File: config.mk
export PLATFORM = sky130hd
export DESIGN_NAME = multicycle_controlunit
export DESIGN_NICKNAME = d
export VERILOG_FILES = /design/src/rtl/mips_ctrl_pkg.sv /design/src/rtl/mips_opdecode.sv /design/src/rtl/multicycle_controlunit.sv
export SDC_FILE = /design/constraint.sdc
export NUM_CORES = 1
export LEC_CHECK = 0
export BUFFER_PORTS_ARGS = -buffer_cell sky130_fd_sc_hd__buf_4
export CORE_AREA = 2 2 45 47
export DETAILED_ROUTE_END_ITERATION = 12
export DIE_AREA = 0 0 47 49
export GPL_TIMING_DRIVEN = 0
export PLACE_DENSITY = 0.67
export SYNTH_ARGS = -nofsm -noshare
export SYNTH_HDL_FRONTEND = slang
export SYNTH_SLANG_ARGS = --single-unit
File: constraint.sdc
create_clock -name clk -period 1.4 [get_ports clk]
set_clock_uncertainty 0.15 [all_clocks]
set_input_delay 0.07 -clock clk [delete_from_list [all_inputs] [get_ports clk]]
set_output_delay 0.07 -clock clk [all_outputs]
set_load 0.02 [all_outputs]
File: src/rtl/mips_ctrl_pkg.sv
// Shared encodings for the multi-cycle MIPS control unit: opcodes, FSM states,
// ALU operations, ALU B-source and next-PC source codes, decoded opcode classes.
package mips_ctrl_pkg;

  localparam int OP_ADD = 0;
  localparam int OP_SUB = 1;
  localparam int OP_AND = 2;
  localparam int OP_OR  = 3;
  localparam int OP_LW  = 4;
  localparam int OP_SW  = 5;
  localparam int OP_BEQ = 6;
  localparam int OP_BNE = 7;
  localparam int OP_J   = 8;
  localparam int OP_SLT = 9;

  typedef enum logic [3:0] {
    S_FETCH   = 4'd0,
    S_DECODE  = 4'd1,
    S_MEMADR  = 4'd2,
    S_MEMRD   = 4'd3,
    S_MEMWB   = 4'd4,
    S_MEMWR   = 4'd5,
    S_EXEC    = 4'd6,
    S_RTYPEWB = 4'd7,
    S_BRANCH  = 4'd8,
    S_JUMP    = 4'd9,
    S_TRAP    = 4'd10
  } state_e;

  typedef enum logic [2:0] {
    ALU_ADD = 3'b000,
    ALU_SUB = 3'b001,
    ALU_AND = 3'b010,
    ALU_OR  = 3'b011,
    ALU_SLT = 3'b100
  } aluop_e;

  localparam logic [1:0] SRCB_RT    = 2'b00;
  localparam logic [1:0] SRCB_FOUR  = 2'b01;
  localparam logic [1:0] SRCB_IMM   = 2'b10;
  localparam logic [1:0] SRCB_IMMSH = 2'b11;

  localparam logic [1:0] PCS_ALU    = 2'b00;
  localparam logic [1:0] PCS_ALUOUT = 2'b01;
  localparam logic [1:0] PCS_JUMP   = 2'b10;

  typedef struct packed {
    logic rtype;
    logic lw;
    logic sw;
    logic beq;
    logic bne;
    logic j;
    logic illegal;
  } opclass_t;

endpackage

File: src/rtl/mips_opdecode.sv
// Combinational opcode classifier: one-hot class flags plus the R-type ALU op.
// Zero latency; no flow control. Any value outside the ten defined opcodes is illegal.
module mips_opdecode
  import mips_ctrl_pkg::*;
#(
  parameter int OPW = 6
) (
  input  logic [OPW-1:0] opcode,
  output opclass_t       cls,
  output aluop_e         rtype_aluop
);

  always_comb begin
    cls         = '0;
    rtype_aluop = ALU_ADD;
    case (opcode)
      OPW'(OP_ADD): begin cls.rtype = 1'b1; rtype_aluop = ALU_ADD; end
      OPW'(OP_SUB): begin cls.rtype = 1'b1; rtype_aluop = ALU_SUB; end
      OPW'(OP_AND): begin cls.rtype = 1'b1; rtype_aluop = ALU_AND; end
      OPW'(OP_OR):  begin cls.rtype = 1'b1; rtype_aluop = ALU_OR;  end
      OPW'(OP_SLT): begin cls.rtype = 1'b1; rtype_aluop = ALU_SLT; end
      OPW'(OP_LW):  cls.lw  = 1'b1;
      OPW'(OP_SW):  cls.sw  = 1'b1;
      OPW'(OP_BEQ): cls.beq = 1'b1;
      OPW'(OP_BNE): cls.bne = 1'b1;
      OPW'(OP_J):   cls.j   = 1'b1;
      default:      cls.illegal = 1'b1;
    endcase
  end

endmodule

File: src/rtl/multicycle_controlunit.sv
// Multi-cycle MIPS control FSM: 3-5 cycles per instruction plus one per mem_ready=0 cycle.
// Memory stalls hold FETCH/MEMRD/MEMWR with strobes steady; illegal opcodes park in TRAP until reset.
module multicycle_controlunit
  import mips_ctrl_pkg::*;
#(
  parameter int OPW    = 6,
  parameter int ALUOPW = 3
) (
  input  logic              clk,
  input  logic              reset,
  input  logic [OPW-1:0]    opcode,
  input  logic              mem_ready,
  output logic              pcwrite,
  output logic              pcwritecond,
  output logic              pcwritebne,
  output logic              iord,
  output logic              memread,
  output logic              memwrite,
  output logic              irwrite,
  output logic              memtoreg,
  output logic              regdst,
  output logic              regwrite,
  output logic              alusrca,
  output logic [1:0]        alusrcb,
  output logic [ALUOPW-1:0] aluop,
  output logic [1:0]        pcsource,
  output logic              retire,
  output logic              illegal,
  output logic [3:0]        state
);

  state_e   state_q, state_d;
  opclass_t cls;
  aluop_e   rtype_aluop;
  aluop_e   alu_sel;

  mips_opdecode #(.OPW(OPW)) u_opdecode (
    .opcode      (opcode),
    .cls         (cls),
    .rtype_aluop (rtype_aluop)
  );

  always_ff @(posedge clk) begin
    if (reset) state_q <= S_FETCH;
    else       state_q <= state_d;
  end

  // Under reset every output is held low, including the debug state view.
  always_comb begin
    state_d     = state_q;
    pcwrite     = 1'b0;
    pcwritecond = 1'b0;
    pcwritebne  = 1'b0;
    iord        = 1'b0;
    memread     = 1'b0;
    memwrite    = 1'b0;
    irwrite     = 1'b0;
    memtoreg    = 1'b0;
    regdst      = 1'b0;
    regwrite    = 1'b0;
    alusrca     = 1'b0;
    alusrcb     = SRCB_RT;
    alu_sel     = ALU_ADD;
    pcsource    = PCS_ALU;
    retire      = 1'b0;
    illegal     = 1'b0;
    state       = '0;
    if (!reset) begin
      state = 4'(state_q);
      case (state_q)
        S_FETCH: begin
          memread = 1'b1;
          alusrcb = SRCB_FOUR;
          if (mem_ready) begin
            irwrite = 1'b1;
            pcwrite = 1'b1;
            state_d = S_DECODE;
          end
        end
        S_DECODE: begin
          alusrcb = SRCB_IMMSH;
          if (cls.illegal)              state_d = S_TRAP;
          else if (cls.rtype)           state_d = S_EXEC;
          else if (cls.lw || cls.sw)    state_d = S_MEMADR;
          else if (cls.beq || cls.bne)  state_d = S_BRANCH;
          else                          state_d = S_JUMP;
        end
        S_EXEC: begin
          alusrca = 1'b1;
          alu_sel = rtype_aluop;
          state_d = S_RTYPEWB;
        end
        S_RTYPEWB: begin
          regdst   = 1'b1;
          regwrite = 1'b1;
          retire   = 1'b1;
          state_d  = S_FETCH;
        end
        S_MEMADR: begin
          alusrca = 1'b1;
          alusrcb = SRCB_IMM;
          state_d = cls.lw ? S_MEMRD : S_MEMWR;
        end
        S_MEMRD: begin
          memread = 1'b1;
          iord    = 1'b1;
          if (mem_ready) state_d = S_MEMWB;
        end
        S_MEMWB: begin
          memtoreg = 1'b1;
          regwrite = 1'b1;
          retire   = 1'b1;
          state_d  = S_FETCH;
        end
        S_MEMWR: begin
          memwrite = 1'b1;
          iord     = 1'b1;
          if (mem_ready) begin
            retire  = 1'b1;
            state_d = S_FETCH;
          end
        end
        S_BRANCH: begin
          alusrca     = 1'b1;
          alu_sel     = ALU_SUB;
          pcsource    = PCS_ALUOUT;
          pcwritecond = cls.beq;
          pcwritebne  = cls.bne;
          retire      = 1'b1;
          state_d     = S_FETCH;
        end
        S_JUMP: begin
          pcwrite  = 1'b1;
          pcsource = PCS_JUMP;
          retire   = 1'b1;
          state_d  = S_FETCH;
        end
        S_TRAP: begin
          illegal = 1'b1;
        end
        default: state_d = S_FETCH;
      endcase
    end
    aluop = ALUOPW'(alu_sel);
  end

endmodule

==> results of run 1 <==
critical path, cell delays in order, from the launching register on:
cell     delay (ns)
dfxtp_4        0.36
nor2_4         0.14
nand4_1        0.16
or2_4          0.31
nor3b_4        0.20
buf_6          0.14
report_power, final:
part	switching (uW)	internal [uW]	total (uW)
combinational	465	495	960
clock	50.0	96.1	146
sequential	21.7	132	153
area by class of cell:
type,instances,area (um2)
Fill cell,82,155
Buffer,10,126
Clock buffer,3,22.5
Multi-Input combinational cell,82,782
Timing Repair Buffer,62,614
Sequential cell,4,92.6
Tap cell,27,33.8
Inverter,3,15.0
worst paths after layout:
path,slack (ns),cells after the start,to,startpoint
max,-0.37,5,aluop[2],state_q[3]
min,0.07,3,state_q[3],reset
max reg2reg,-0.17,7,state_q[1],state_q[2]
min reg2reg,0.51,3,state_q[2],state_q[3]
repair_timing:
item	4_1_cts	5_1_grt
endpoints found under the setup margin	25	26
gates cloned	0	0
gates resized for setup	88	31
pin swaps	22	17
hold endpoints to repair	0	0
setup buffers	24	13
routing by layer:
| layer | up-vias | track usage (%) | wire length, um |
|---|---|---|---|
| li1 | 488 | - | - |
| met5 | - | 0 | 0 |
| met4 | 0 | 17.6 | 168 |
| met3 | 18 | 3.33 | 292 |
| met2 | 84 | 47.5 | 2020 |
| met1 | 557 | 34.8 | 1490 |
metrics by stage:
stage                     std cells  cell area (um2)  setup TNS [ns]  hold slack [ns]  utilization [%]
after detailed placement        156              955           -2.12            0.269             51.8
after floorplan                 100              703          -0.555           0.0262                -
final                           191             1690           -5.14           0.0728             91.6
after CTS                       182             1480           -4.34           0.0307             80.4
after global placement          156              955           -1.89            0.265             51.8
after global routing            191             1690           -6.05           0.0677             91.6
cell families after synthesis:
| group | count (synthesis) | synth area share (%) |
|---|---|---|
| AOI/OAI and AO/OA | 23 | 23.7 |
| xor gates and xnor gates | 2 | 2.72 |
| buffers and inverters | 14 | 11.5 |
| DFF | 4 | 12.5 |
| and+or+nand+nor | 57 | 49.6 |
cell usage after synthesis, types with 2 or more instances:
library cell / count
a21oi_1: 4
nor4b_1: 2
and2b_1: 3
nand4_1: 2
clkbuf_1: 4
and3_1: 7
buf_2: 5
nand2_1: 8
xnor2_1: 2
buf_6: 2
nor3_1: 8
o21ai_0: 7
nand2b_1: 2
nor3b_1: 5
nor2_1: 11
nor2b_1: 4
dfxtp_1: 4
inv_1: 3
a31o_2: 2
cell usage in the layout, fill, tap and decap left out, types with 4 or more instances in the layout:
cell type  count
buf_6         35
nand2_1        4
nor3_2         4
nor2_4         5
nor2_1         5
and3_4         5
buf_4         28
==> run summary, run 1 <==
========================================================================================================
Core ar.                                                                                        1840 um2
TritonCTS clock tree                                                                                done
Number of hold violations in the final report                                                          0
Critical Path Start Type                                                                            flop
Floorplan row count                                                                                   16
Number of distinct library cells after synthesis                                                      34
Post-route total power                                                                           1260 uW
Post-DR wirelength/cell                                                                          20.8 um
Count of synthesis-stage warnings from yosys                                                           0
Failing checks                                                                              negative setup slack
Die area                                                                                        2300 um2
Avg Inst Size Synth                                                                             6.43 um2
Share of synthesized area occupied by flip-flops and latches                                       12.5%
Share of layout cells above drive strength 1                                                       74.4%
Clock Sinks                                                                                            4
Data arrival time of the worst path                                                              1.55 ns
Post-Synthesis Net Count                                                                             109
DRT Pass-1 Iters                                                                                       4
Initial antenna violation count                                                                        0
Register bit total from synthesis                                                                      4
Largest register by flop count                                                                   state_q
Total global routing track utilization                                                             29.2%
Final weighted congestion in routability-driven placement                                          0.896
Endpoint required time on the critical path                                                      1.18 ns
Vias in the first global route                                                                      1042
Synth top area share                                                                               12.5%
CTS H-tree lvls                                                                                        1
Power density cells                                                                           747 nW/um2
TritonCTS Buffers                                                                                      3
Period utilization                                                                                  126%
Source-to-sink clock delay at the later pin of the worst-skew pair                               0.23 ns
Static Leak                                                                                  0.000731 uW
Pre-CTS WS                                                                                     -0.233 ns
Antenna Cells                                                                                          0
Maximum number of buffers from clock root to sink                                                      2
Number of port buffers                                                                                29
DRC viols                                                                                              0
Total length of routed wires                                                                     3.97 mm
Layout area overhead                                                                                162%
Tightest Pin Transition                                                                         0.715 ns
Final setup violating endpoints                                                                       25
Via count of the routed design                                                                      1147
Most frequently used flop master after synthesis                                                 dfxtp_1
Starting density of the core                                                                       34.9%
Synth top area cells                                                                        dfxtp_1 (12%), and3_1 (6.8%), nor2_1 (6.4%)
Chip height                                                                                        49 um
Async set-or-reset flop fraction in the synthesized netlist                                           0%
Post-CTS clock slew at the launch and capture registers of the worst setup and hold paths        0.04 ns
Max cap viols                                                                                          0
I/O pin total                                                                                         33
Critical path class                                                                         flop to output pin
Normalized max-slew margin                                                                         52.3%
Top achievable clock speed                                                                     0.566 GHz
Remaining global-route overflow                                                                        0
Final worst path period need                                                                     1.77 ns
Hold_buf cts                                                                                           0
Global-route wire length before repair                                                           4.90 mm
Critical Path Fanout Max                                                                               5
Detailed placer's ending HPWL                                                                    1.56 mm
Root cell of the clock tree                                                                     clkbuf_4
Library cell occupying the most area in the post-synthesis netlist                               dfxtp_1
Final worst setup slack                                                                        -0.365 ns
Largest registers in the final layout                                                        state_q (4)
Maximum number of pins on one net before global-route repair                                          11
Number of max-slew violations in the final report                                                      0
Setup repair after global routing missed its margin                                                 true
Initial DRC Count                                                                                     51
Number of vias per cell                                                                             6.01
Run status                                                                                  finished, violations left
Post-detailed-route count of antenna-violating nets                                                    0
Critical path endpoint category                                                               output pin
Post-Synthesis Cells                                                                                 100
Maximum vdd drop                                                                              0.000733 V
Number of flip-flops under the largest register name                                                   4
Die Span X                                                                                         47 um
Post-synthesis instance area                                                                     643 um2
Worst hold path type                                                                        input port to flop
Number of synthesized flops with an enable pin                                                         0
NumNets Final                                                                                        175
========================================================================================================
Note: power is estimated with default switching activity, not from simulation.
==> run 2: changes to the inputs <==
--- a/config.mk
+++ b/config.mk
@@ -10,7 +10,7 @@
 export DETAILED_ROUTE_END_ITERATION = 12
 export DIE_AREA = 0 0 47 49
 export GPL_TIMING_DRIVEN = 0
-export PLACE_DENSITY = 0.67
+export PLACE_DENSITY = 0.64
 export SYNTH_ARGS = -nofsm -noshare
 export SYNTH_HDL_FRONTEND = slang
 export SYNTH_SLANG_ARGS = --single-unit
==> constraint.sdc (replaced) <==
create_clock -name clk -period 2.1 [get_ports clk]
set_clock_uncertainty 0.15 [all_clocks]
set_input_delay 0.105 -clock clk [delete_from_list [all_inputs] [get_ports clk]]
set_output_delay 0.105 -clock clk [all_outputs]
set_load 0.02 [all_outputs]
==> run summary, run 2 (synthesis results as in run 1) <==
========================================================================================================
Run status                                                                                     completed
Total length of routed wires                                                                     1.91 mm
Final setup violating endpoints                                                                        0
Die Span X                                                                                         47 um
Via count of the routed design                                                                       851
Floorplan row count                                                                                   16
Critical path endpoint category                                                               output pin
Met2 track demand over resource in global routing                                                  24.4%
Routing usage on met1                                                                              26.7%
Max cap viols                                                                                          0
Number of max-slew violations in the final report                                                      0
Tightest Pin Transition                                                                         0.392 ns
Maximum vdd drop                                                                              0.000342 V
Layout area overhead                                                                               43.6%
Root cell of the clock tree                                                                     clkbuf_4
Top library cells by usage in the layout, fill and taps aside                               buf_4 (29), nor2_1 (11), nor3_1 (8), nand2_1 (8)
Number of vias per cell                                                                             5.35
Core ar.                                                                                        1840 um2
Final worst path period need                                                                     1.96 ns
Total non-filler cell area in the finished layout                                                923 um2
Maximum number of buffers from clock root to sink                                                      2
Number of port buffers                                                                                29
Detailed placer's ending HPWL                                                                    1.47 mm
Normalized max-slew margin                                                                         73.9%
Grt peak-use layer                                                                                  met1
Die area                                                                                        2300 um2
Power density cells                                                                           503 nW/um2
Number of hold violations in the final report                                                          0
Critical Path Start Type                                                                            flop
Fin Setup TNS                                                                                       0 ns
Remaining global-route overflow                                                                        0
Share of layout cells above drive strength 1                                                       34.1%
Starting density of the core                                                                       34.9%
Largest register by flop count                                                                   state_q
Vias in the first global route                                                                       688
Endpoint required time on the critical path                                                      1.85 ns
Source-to-sink clock delay at the later pin of the worst-skew pair                               0.23 ns
Period utilization                                                                                 93.4%
Chip height                                                                                        49 um
NumNets Final                                                                                        143
DRT Pass-1 Iters                                                                                       4
Share of the core filled with cells in the final layout                                            50.1%
Total global routing track utilization                                                             17.4%
Number of flip-flops under the largest register name                                                   4
I/O pin total                                                                                         33
Setup repair after global routing missed its margin                                                false
Post-DR wirelength/cell                                                                          12.0 um
Worst hold path type                                                                        input port to flop
Static Leak                                                                                  0.000435 uW
TritonCTS Buffers                                                                                      3
Initial antenna violation count                                                                        0
Placed Area                                                                                      895 um2
Maximum number of pins on one net before global-route repair                                          11
Clock Sinks                                                                                            4
Data arrival time of the worst path                                                              1.71 ns
Routing usage on met3                                                                              2.22%
Antenna Cells                                                                                          0
Critical path class                                                                         flop to output pin
Initial DRC Count                                                                                     18
Critical Path Fanout Max                                                                              10
Top achievable clock speed                                                                     0.510 GHz
TritonCTS clock tree                                                                                done
Most common library cell in the layout ignoring fill and taps                                      buf_4
CTS H-tree lvls                                                                                        1
Post-CTS clock slew at the launch and capture registers of the worst setup and hold paths        0.04 ns
Hold_buf cts                                                                                           0
Final weighted congestion in routability-driven placement                                          0.916
Global-route wire length before repair                                                           3.02 mm
Post-detailed-route count of antenna-violating nets                                                    0
Largest registers in the final layout                                                        state_q (4)
DRC viols                                                                                              0
========================================================================================================
-- run 2: worst paths after layout --
kind                   start         end  slack, ns  depth (start not counted)
hold reg to reg   state_q[2]  state_q[3]       0.53                          3
hold / removal         reset  state_q[3]       0.04                          3
setup reg to reg  state_q[3]  state_q[1]       0.59                          5
setup / recovery  state_q[0]     pcwrite       0.14                          5
-- run 2: final cells by class --
type / count / area, um2
clock buffers: 3 / 22.5
plain buffers: 11 / 65.1
well taps: 27 / 33.8
multi-input cells: 82 / 493
flip-flops and latches: 4 / 80.1
fillers: 192 / 918
repair buffers: 29 / 218
inverters: 3 / 11.3
-- run 2: metal layers --
metal  routed length [um]  vias up
met4                    0        0
met5                    0        -
met3                  122        0
li1                     -      427
met1                  879      396
met2                  911       28
-- run 2: where the power goes --
group / internal, uW / switching (uW) / leakage (uW)
combinational: 115 / 165 / 0.000388
sequential: 85.9 / 7.17 / 0.0000328
clock: 63.6 / 27.1 / 0.0000138
-- run 2: worst max-delay path, cell delays in order (launching register included) --
cell and delay (ns):
dfxtp_1 0.35, buf_2 0.23, clkbuf_4 0.23, nand2_1 0.07, a2111oi_1 0.38, buf_4 0.22
-- run 2: per-stage QoR --
step,instances,total power (uW),setup WS [ns],hold WS [ns]
global route,159,503,0.00550,0.0496
CTS,159,466,0.129,0.0224
detailed placement,156,368,0.382,0.269
floorplan,100,280,0.00236,0.142
global placement,156,367,0.375,0.261
finish,159,464,0.139,0.0356
-- run 2: timing repair --
action,in CTS,in global routing
gates resized for setup,0,3
endpoints found under the setup margin,0,2
buffers inserted,0,0
==> run 3: changes to the inputs <==
--- a/config.mk
+++ b/config.mk
@@ -6,11 +6,12 @@
 export NUM_CORES = 1
 export LEC_CHECK = 0
 export BUFFER_PORTS_ARGS = -buffer_cell sky130_fd_sc_hd__buf_4
+export CAP_MARGIN = 25
 export CORE_AREA = 2 2 45 47
 export DETAILED_ROUTE_END_ITERATION = 12
 export DIE_AREA = 0 0 47 49
 export GPL_TIMING_DRIVEN = 0
-export PLACE_DENSITY = 0.64
+export PLACE_DENSITY = 0.67
 export SYNTH_ARGS = -nofsm -noshare
 export SYNTH_HDL_FRONTEND = slang
 export SYNTH_SLANG_ARGS = --single-unit
==> constraint.sdc (replaced) <==
create_clock -name clk -period 1.6 [get_ports clk]
set_clock_uncertainty 0.15 [all_clocks]
set_input_delay 0.08 -clock clk [delete_from_list [all_inputs] [get_ports clk]]
set_output_delay 0.08 -clock clk [all_outputs]
set_load 0.02 [all_outputs]
==> run summary, run 3 (synthesis results as in run 1) <==
========================================================================================================
Run status                                                                                  finished, violations left
Failing checks                                                                              negative setup slack
Maximum vdd drop                                                                              0.000579 V
Number of vias per cell                                                                             5.53
Top library cells by usage in the layout, fill and taps aside                               buf_4 (37), buf_6 (7), and3_1 (6), nand2_1 (6), nor2_1 (6)
Placed insts                                                                                         156
Chip height                                                                                        49 um
TritonCTS clock tree                                                                                done
Via count of the routed design                                                                       940
Core ar.                                                                                        1840 um2
Final setup violating endpoints                                                                        7
Post-CTS clock slew at the launch and capture registers of the worst setup and hold paths        0.04 ns
Endpoint required time on the critical path                                                      1.37 ns
Initial DRC Count                                                                                     50
Largest registers in the final layout                                                        state_q (4)
Grt peak-use layer                                                                                  met2
Share of layout cells above drive strength 1                                                       57.3%
Critical Path Fanout Max                                                                               6
Die Span X                                                                                         47 um
Top achievable clock speed                                                                     0.595 GHz
Max cap viols                                                                                          0
Final worst path period need                                                                     1.68 ns
CTS H-tree lvls                                                                                        1
Die area                                                                                        2300 um2
Hold slack                                                                                     0.0352 ns
Setup repair after global routing missed its margin                                                 true
Power density cells                                                                           678 nW/um2
Post-Layout Cell Count                                                                               170
Maximum number of buffers from clock root to sink                                                      2
Initial antenna violation count                                                                        0
Largest register by flop count                                                                   state_q
Layout area overhead                                                                               89.7%
Remaining global-route overflow                                                                        0
Static Leak                                                                                  0.000541 uW
Share of the core filled with cells in the final layout                                            66.2%
Met2 track demand over resource in global routing                                                  29.2%
Total length of routed wires                                                                     2.41 mm
Number of max-slew violations in the final report                                                      0
Number of hold violations in the final report                                                          0
Clock Sinks                                                                                            4
Placed Area                                                                                      906 um2
Root cell of the clock tree                                                                     clkbuf_4
Most common library cell in the layout ignoring fill and taps                                      buf_4
Starting density of the core                                                                       34.9%
NumNets Final                                                                                        154
Final weighted congestion in routability-driven placement                                          0.854
Number of port buffers                                                                                29
Floorplan row count                                                                                   16
Tightest Pin Transition                                                                         0.421 ns
Critical path endpoint category                                                               output pin
Total non-filler cell area in the finished layout                                               1220 um2
Maximum number of pins on one net before global-route repair                                          11
Worst hold path type                                                                        input port to flop
Source-to-sink clock delay at the later pin of the worst-skew pair                               0.23 ns
Routing usage on met3                                                                              1.85%
Global-route wire length before repair                                                           3.33 mm
Number of flip-flops under the largest register name                                                   4
Normalized max-slew margin                                                                         71.9%
Critical path class                                                                         flop to output pin
Post-detailed-route count of antenna-violating nets                                                    0
TritonCTS Buffers                                                                                      3
Routing usage on met1                                                                              25.8%
Vias in the first global route                                                                       769
Final worst setup slack                                                                       -0.0812 ns
Data arrival time of the worst path                                                              1.45 ns
Period utilization                                                                                  105%
DRT Pass-1 Iters                                                                                       4
Antenna Cells                                                                                          0
Critical Path Start Type                                                                            flop
Detailed placer's ending HPWL                                                                    1.47 mm
Post-DR wirelength/cell                                                                          14.2 um
DRC viols                                                                                              0
I/O pin total                                                                                         33
Total global routing track utilization                                                             18.7%
========================================================================================================
## run 3: stage by stage
stage	TNS, ns	setup slack [ns]	total power [uW]
global route	-0.851	-0.150	877
global placement	-0.102	-0.0739	486
detailed placement	-0.0921	-0.0705	489
floorplan	-0.0697	-0.0369	373
finish	-0.229	-0.0812	827
CTS	-0.750	-0.135	692
## run 3: layout make-up
cell class	count	area, um2
Timing Repair Buffer	41	327
Sequential cell	4	90.1
Tap cell	27	33.8
Buffer	10	103
Inverter	3	11.3
Clock buffer	3	22.5
Fill cell	150	622
Multi-Input combinational cell	82	633
## run 3: critical path, cell delays in order, from the launching register on
cell	delay, ns
dfxtp_4	0.37
nor2b_4	0.15
nand4_1	0.11
or2_4	0.26
nor3b_2	0.17
buf_4	0.16
## run 3: report_power, final
part / switching (uW) / internal [uW] / total (uW)
Sequential: 18.3 / 115 / 134
Clock: 35.6 / 83.5 / 119
Combinational: 290 / 284 / 574
Total: 344 / 483 / 827
## run 3: worst paths after layout
check	start	to	slack, ns	cells past startpoint
min reg2reg	state_q[2]	state_q[3]	0.42	2
max	state_q[2]	aluop[2]	-0.08	5
min	reset	state_q[3]	0.04	3
max reg2reg	state_q[3]	state_q[2]	0.08	4
## run 3: metal layers
metal | routed length (um) | vias to the layer above
met5 | 0 | -
met4 | 29 | 0
met3 | 148 | 6
met2 | 1300 | 43
met1 | 935 | 442
li1 | - | 449
## run 3: timing repair
item,CTS,global route
hold endpoints to repair,0,0
endpoints found under the setup margin,15,17
hold buffers,0,0
pin swaps,7,9
gates resized for setup,32,28
setup buffers,2,10
